## src/rtl/param_serial_sub_pkg.sv

```systemverilog
// rtl/param_serial_sub_pkg.sv - shared state encoding and default width for the serial subtractor
package param_serial_sub_pkg;

  typedef enum logic [1:0] {
    IDLE  = 2'd0,
    SHIFT = 2'd1,
    DONE  = 2'd2
  } sub_state_t;

  localparam int DEFAULT_WIDTH = 4;

endpackage

```

## src/rtl/param_serial_sub_full_subtractor.sv

```systemverilog
// rtl/param_serial_sub_full_subtractor.sv - 1-bit combinational full subtractor (a - b - bin)
module full_subtractor (
  input  logic a,
  input  logic b,
  input  logic bin,
  output logic d,
  output logic bout
);

  // difference bit and borrow out of a single bit position
  assign d    = a ^ b ^ bin;
  assign bout = (~a & b) | (~(a ^ b) & bin);

endmodule

```

## src/rtl/param_serial_sub.sv

```systemverilog
// rtl/param_serial_sub.sv - bit-serial LSB-first subtractor with start/done handshake; optional SERIAL_SUB_OVF_EN
module param_serial_sub
  import param_serial_sub_pkg::*;
#(
  parameter int WIDTH = DEFAULT_WIDTH
) (
  input  logic             clk_pi,
  input  logic             rst_n_pi,
  input  logic             start_pi,
  input  logic [WIDTH-1:0] A_pi,
  input  logic [WIDTH-1:0] B_pi,
  output logic             busy_po,
  output logic             done_po,
  output logic [WIDTH:0]   result_po
`ifdef SERIAL_SUB_OVF_EN
  ,
  output logic             ovf_po
`endif
);

  localparam int CNT_W = $clog2(WIDTH + 1);
  localparam logic [CNT_W-1:0] LAST_CNT = CNT_W'(WIDTH - 1);

  sub_state_t       state;
  sub_state_t       state_next;
  logic [WIDTH-1:0] a_sr;
  logic [WIDTH-1:0] b_sr;
  logic [WIDTH-1:0] diff;
  logic [WIDTH-1:0] diff_next;
  logic             borrow;
  logic [CNT_W-1:0] cnt;
  logic             fs_d;
  logic             fs_bout;
`ifdef SERIAL_SUB_OVF_EN
  logic             a_msb;
  logic             b_msb;
`endif

  full_subtractor u_fs (
    .a    (a_sr[0]),
    .b    (b_sr[0]),
    .bin  (borrow),
    .d    (fs_d),
    .bout (fs_bout)
  );

  assign busy_po = (state == SHIFT);

  // new difference bit enters at the MSB so the LSB-first stream lands in place after WIDTH shifts
  always_comb begin
    diff_next            = diff >> 1;
    diff_next[WIDTH-1]   = fs_d;
  end

  // state register
  always_ff @(posedge clk_pi) begin
    if (!rst_n_pi) begin
      state <= IDLE;
    end else begin
      state <= state_next;
    end
  end

  // next-state: accept start only when idle, leave SHIFT after the last bit
  always_comb begin
    state_next = state;
    case (state)
      IDLE:    if (start_pi) state_next = SHIFT;
      SHIFT:   if (cnt == LAST_CNT) state_next = DONE;
      DONE:    state_next = IDLE;
      default: state_next = IDLE;
    endcase
  end

  // datapath: capture operands, shift one bit per cycle, publish result on the DONE edge
  always_ff @(posedge clk_pi) begin
    if (!rst_n_pi) begin
      a_sr      <= '0;
      b_sr      <= '0;
      diff      <= '0;
      borrow    <= 1'b0;
      cnt       <= '0;
      done_po   <= 1'b0;
      result_po <= '0;
`ifdef SERIAL_SUB_OVF_EN
      a_msb     <= 1'b0;
      b_msb     <= 1'b0;
      ovf_po    <= 1'b0;
`endif
    end else begin
      done_po <= 1'b0;
      case (state)
        IDLE: begin
          if (start_pi) begin
            a_sr   <= A_pi;
            b_sr   <= B_pi;
            diff   <= '0;
            borrow <= 1'b0;
            cnt    <= '0;
`ifdef SERIAL_SUB_OVF_EN
            a_msb  <= A_pi[WIDTH-1];
            b_msb  <= B_pi[WIDTH-1];
`endif
          end
        end
        SHIFT: begin
          borrow <= fs_bout;
          diff   <= diff_next;
          a_sr   <= a_sr >> 1;
          b_sr   <= b_sr >> 1;
          cnt    <= cnt + 1'b1;
        end
        DONE: begin
          result_po <= {borrow, diff};
          done_po   <= 1'b1;
`ifdef SERIAL_SUB_OVF_EN
          ovf_po    <= (a_msb != b_msb) && (diff[WIDTH-1] != a_msb);
`endif
        end
        default: ;
      endcase
    end
  end

endmodule
```

## config.mk

```make
export PLATFORM = sky130hd
export DESIGN_NAME = param_serial_sub
export DESIGN_NICKNAME = d
export VERILOG_FILES = /design/src/rtl/param_serial_sub_pkg.sv /design/src/rtl/param_serial_sub_full_subtractor.sv /design/src/rtl/param_serial_sub.sv
export SDC_FILE = /design/constraint.sdc
export NUM_CORES = 1
export LEC_CHECK = 0
export CAP_MARGIN = 15
export CORE_MARGIN = 4
export CORE_UTILIZATION = 49
export CTS_BUF_LIST = sky130_fd_sc_hd__clkbuf_4 sky130_fd_sc_hd__clkbuf_8 sky130_fd_sc_hd__clkbuf_16
export CTS_CLUSTER_SIZE = 16
export DETAILED_ROUTE_END_ITERATION = 8
export HOLD_SLACK_MARGIN = 0.05
export PLACE_DENSITY = 0.76
export SYNTH_ARGS = -nofsm -noshare
export SYNTH_HDL_FRONTEND = slang
export SYNTH_HIERARCHICAL = 1
export SYNTH_SLANG_ARGS = --single-unit
```

## constraint.sdc

```tcl
create_clock -name clk_pi -period 1.5 [get_ports clk_pi]
set_input_delay 0.3 -clock clk_pi [delete_from_list [all_inputs] [get_ports clk_pi]]
set_output_delay 0.3 -clock clk_pi [all_outputs]
set_load 0.01 [all_outputs]
```

# --- After elaboration in Yosys (flattened, before gate mapping) ---
# Cells that the tools add are included.
# Widths: inputs -> output; s select.
totals:
  word_cells: 39
  output_inout_bits: 7
  register_bits: 24
op_classes:
  n_addsub: 1
  n_reduce_logical: 4
  bitwise: 7
  muxes: 14
  eq_ne: 5
ops:
  columns: ["op", "count"]
  rows:
  - ["$pmux 4 s2", 3]
  - ["$mux 4", 3]
  - ["$pmux 3 s2", 1]
  - ["$mux 2", 2]
  - ["$pmux 2 s2", 1]
  - ["$reduce_and 2->1", 2]
  - ["$add 3x1->3 const B", 1]
  - ["$eq 3x2->1 const B", 1]
  - ["$mux 3", 1]
  - ["$and 1x1->1", 2]
  - ["$eq 2x1->1 const B", 1]
  - ["$eq 2x2->1 const B", 1]
  - ["$logic_not 2->1", 1]
  - ["$mux 1", 2]
  - ["$ne 2x1->1 const B", 1]
  - ["$ne 2x2->1 const B", 1]
  - ["$not 1->1", 2]
  - ["$pmux 1 s2", 1]
  - ["$reduce_bool 2->1", 1]
  - ["$xor 1x1->1", 2]
  - ["$or 1x1->1", 1]

# --- Logic depth before layout (Yosys ltp) ---
depth:
  word_depth: 5
  mapped_depth: 4
  depth_no_buf: 4

# --- Cells and area by module ---
# The synthesis kept the hierarchy.
by_module_without_submodules:
  columns: ["module", "n_inst", "area_per_inst_um2", "cells_per_inst"]
  rows:
  - ["param_serial_sub", 1, 942.2, 92]
  - ["full_subtractor", 1, 31.3, 4]

# --- Worst setup path after synthesis ---
# No wires, ideal clock.
synth_timing:
  path_kind: "register to register"
  start: "reg state[1]"
  end: "reg diff[0]"
  synth_period_minus_slack_ps: 1200
  setup_slack_ps: 300
  t_required_ps: 1383
  path_stages_with_launch: 5
  setup_ps: 117
  n_path_buf: 1
  t_arrival_ps: 1083
  path_cell_list: "dfxtp_1 > and2b_1 > and2_1 > buf_2 > a22o_1"
synth_via:
  elab_chain_cells: 3
  elab_cells_between_ends: 6
  classes_between: "eq/ne: 2; mux: 1; reduce/logical: 3"
synth_rtl:
  columns: ["element", "line", "source"]
  rows:
  - ["start: declaration", "param_serial_sub.sv:24", "sub_state_t state;"]
  - ["start signal: assignment", "param_serial_sub.sv:60", "state <= state_next;"]
  - ["$eq 2x1->1 *", null, null]
  - ["named net busy_po", "param_serial_sub.sv:12", "output logic busy_po,"]
  - ["$reduce_bool 2->1 (no line)", null, null]
  - ["$reduce_and 2->1 (no line)", null, null]
  - ["end signal: assignment", "param_serial_sub.sv:108", "diff <= diff_next;"]
  - ["end: declaration", "param_serial_sub.sv:28", "logic [WIDTH-1:0] diff;"]
# The timed path passes the listed nets; every way through them passes the cells marked *.
# A chain may end at the register's enable or synchronous reset.

# --- Final worst setup path ---
layout_timing:
  start: "reg state[1]"
  end: "out busy_po"
layout_via:
  elab_chain_cells: 1
layout_rtl:
  columns: ["element", "line", "source"]
  rows:
  - ["$eq 2x1->1", "param_serial_sub.sv:47", "assign busy_po = (state == SHIFT);"]
  - ["end: declaration", "param_serial_sub.sv:12", null]
# No other way between the ends.

==> results.tsv <==
metric	value	unit
critical_path_arrival	1.10	ns
setup_viol	0	
nets	136	
cts-hold-fix-buffers	0	
reg2reg_slack	0.24	ns
place_area	1210	um^2
ys_seq_area_frac	0.494	
grt.overflow.total	0	
cp_top_family	flip-flops	
hpwlAfterDp	1450	um
fin_crit	1.40	ns
viasPerCell	5.10	
synth.top_cells.by_area	dfxtp_1 49%, a22o_1 12%, nor2b_1 6.4%	
synth-async-reset-ratio	0	
track_usage	0.161	
n_antenna_cell	0	
yosysTopAreaCell	dfxtp_1	
cp.depth	2	
cellLeakagePower	0.567	nW
dieArea	2760	um^2
skew	0.00518	ns
max_clock_freq	714	MHz
crit_buf_inv	1	
finalPower	1.14	mW
netlist_top_cells_count	24 x dfxtp_1, 13 x a22o_1, 11 x nand2_1	
ys_ff_latch	24	
antenna_found_initial	0	
design.portCount	18	
r2r-start	state[1]$_SDFFE_PN0P_	
syn-num-nets	110	
yosys_warnings	6	
crit_path_start	state[1]$_SDFFE_PN0P_	
synth_edf_count	0	
critical_path.endpoint_type	primary output	
status	complete, no violations	
postSynth.topFlopCell	dfxtp_1	
grt_max_degree	17	
post_cts_buffers	0	
synth_top_area_frac	0.494	
startpoint_type	flip-flop	
final_area	1250	um^2
hold_start	cnt[2]$_SDFFE_PN0P_	
crit_type	reg -> out	
cpPeakStageDelay	0.34	ns
rsz0062_at_grt	no	
ys_types	22	
rows	15	
wl_per_cell	13.0	um
holdPathEnd	cnt[2]$_SDFFE_PN0P_	
max_slew.worst_pin.slew	0.249	ns
drc	0	
power_density	907	nW/um^2
fin_setup_tns	0	ns
synthCells	96	
rr_endpoint	borrow$_SDFFE_PN0P_	
syn_to_final_growth	28.5	%
crit_chain	and2b_1 > clkdlybuf4s15_1	
grt_pass1_wl	3260	um
slew_headroom	0.834	
io_buffers	17	
drive_above_1_share	0.132	
drt_first_pass_iters	4	
finalHoldViolations	0	
cts_root_buffer	clkbuf_4	
drv_cap	0	
cts_resized	5	
cts_tree	built	
die-height	52.6	um
drt-initial-drc-count	12	
min_path_cells	1	
place_congestion	0.753	
clk_path_buf_depth	2	
crit_required	1.20	ns
fin_crit_sh	0.933	
reg2regPathDepth	4	
syn_area_per_cell	10.1	um^2
slowest_stage	dfxtp_2	
path_clk_slew	0.12	ns
htreeDepth	1	
grt_pass1_vias	715	
slew_violations	0	
clk_latency	0.31	ns
cp_max_fo	2	
start_util	0.540	
ant_nets	0	
coreArea	1800	um^2
totalWireLength	1900	um
via_count	745	
clock_sinks	24	
worstHoldPathType	reg -> reg	
yosysMostFrequentCell	dfxtp_1	
cts_made_buffers	3	
dieWidth	52.6	um
irDropWorstVdd	0.727	mV
netlist_area	973	um^2
==> stage by stage <==
step	utilization	instances	setup WS, ns	hold slack [ns]
finish	0.694	146	0.100	0.500
global route	0.694	146	0.0187	0.515
CTS	0.690	146	0.00343	0.496
detailed placement	0.674	142	0.0351	0.466
global placement	0.674	142	0.0401	0.460
floorplan	-	96	0.300	0.442
==> cell type report <==
| cell class | count | area, um^2 |
|---|---|---|
| fill | 155 | 551 |
| sequential | 24 | 482 |
| multi-input combinational | 61 | 442 |
| timing repair buffer | 26 | 238 |
| clock buffer | 4 | 36.3 |
| tap | 25 | 31.3 |
| inverter | 6 | 22.5 |
==> flip-flops by register name, indices dropped and copies added (netlist names) <==
register / cells
state: 2
a_sr: 4
result_po: 5
done_po: 1
diff: 4
borrow: 1
cnt: 3
b_sr: 4
==> cell usage in the layout, fill, tap and decap left out, drive strengths merged <==
master	count
mux2i	6
buf	9
dlygate4sd2	4
dlymetal6s2s	2
nand2b	2
and2b	1
fa	1
nor3b	1
nor2b	10
a22oi	2
ha	2
inv	6
and2	3
dfxtp	24
clkdlybuf4s15	1
a21boi	1
a22o	13
o21bai	1
o21ai	6
nand2	11
clkbuf	4
and3	1
clkdlybuf4s50	10
==> kinds of logic (layout without fill, tap and decap cells) <==
family	Yosys count	in the layout	share of synthesized area
flip-flops	24	24	0.494
multiplexers	6	6	0.0617
adder cells (fa/ha/maj)	3	3	0.0463
AND/OR/NAND/NOR	29	29	0.163
AO/OA/AOI/OAI	23	23	0.183
buffers and inverters	11	36	0.0527
==> worst max path at each step <==
stage,end
floorplan,diff[0]$_SDFFE_PN0P_
global placement,diff[3]$_SDFFE_PN0P_
global route,busy_po
detailed placement,a_sr[0]$_SDFFE_PN0P_
finish,busy_po
CTS,result_po[1]
==> metal layers <==
layer  vias up  routed length (um)  track usage
met1       346                 904        0.218
met4         0                  12       0.0383
met3         2                  87       0.0541
met2        17                 892        0.246
li1        380                   -            -
met5         -                   0            0
==> where the power goes <==
group | internal (mW) | leakage, nW | switching, mW
clock | 0.148 | 0.0210 | 0.179
combinational | 0.0762 | 0.351 | 0.0598
sequential | 0.658 | 0.196 | 0.0134
total | 0.883 | 0.567 | 0.252
Note: power is estimated with default switching activity, not from simulation.
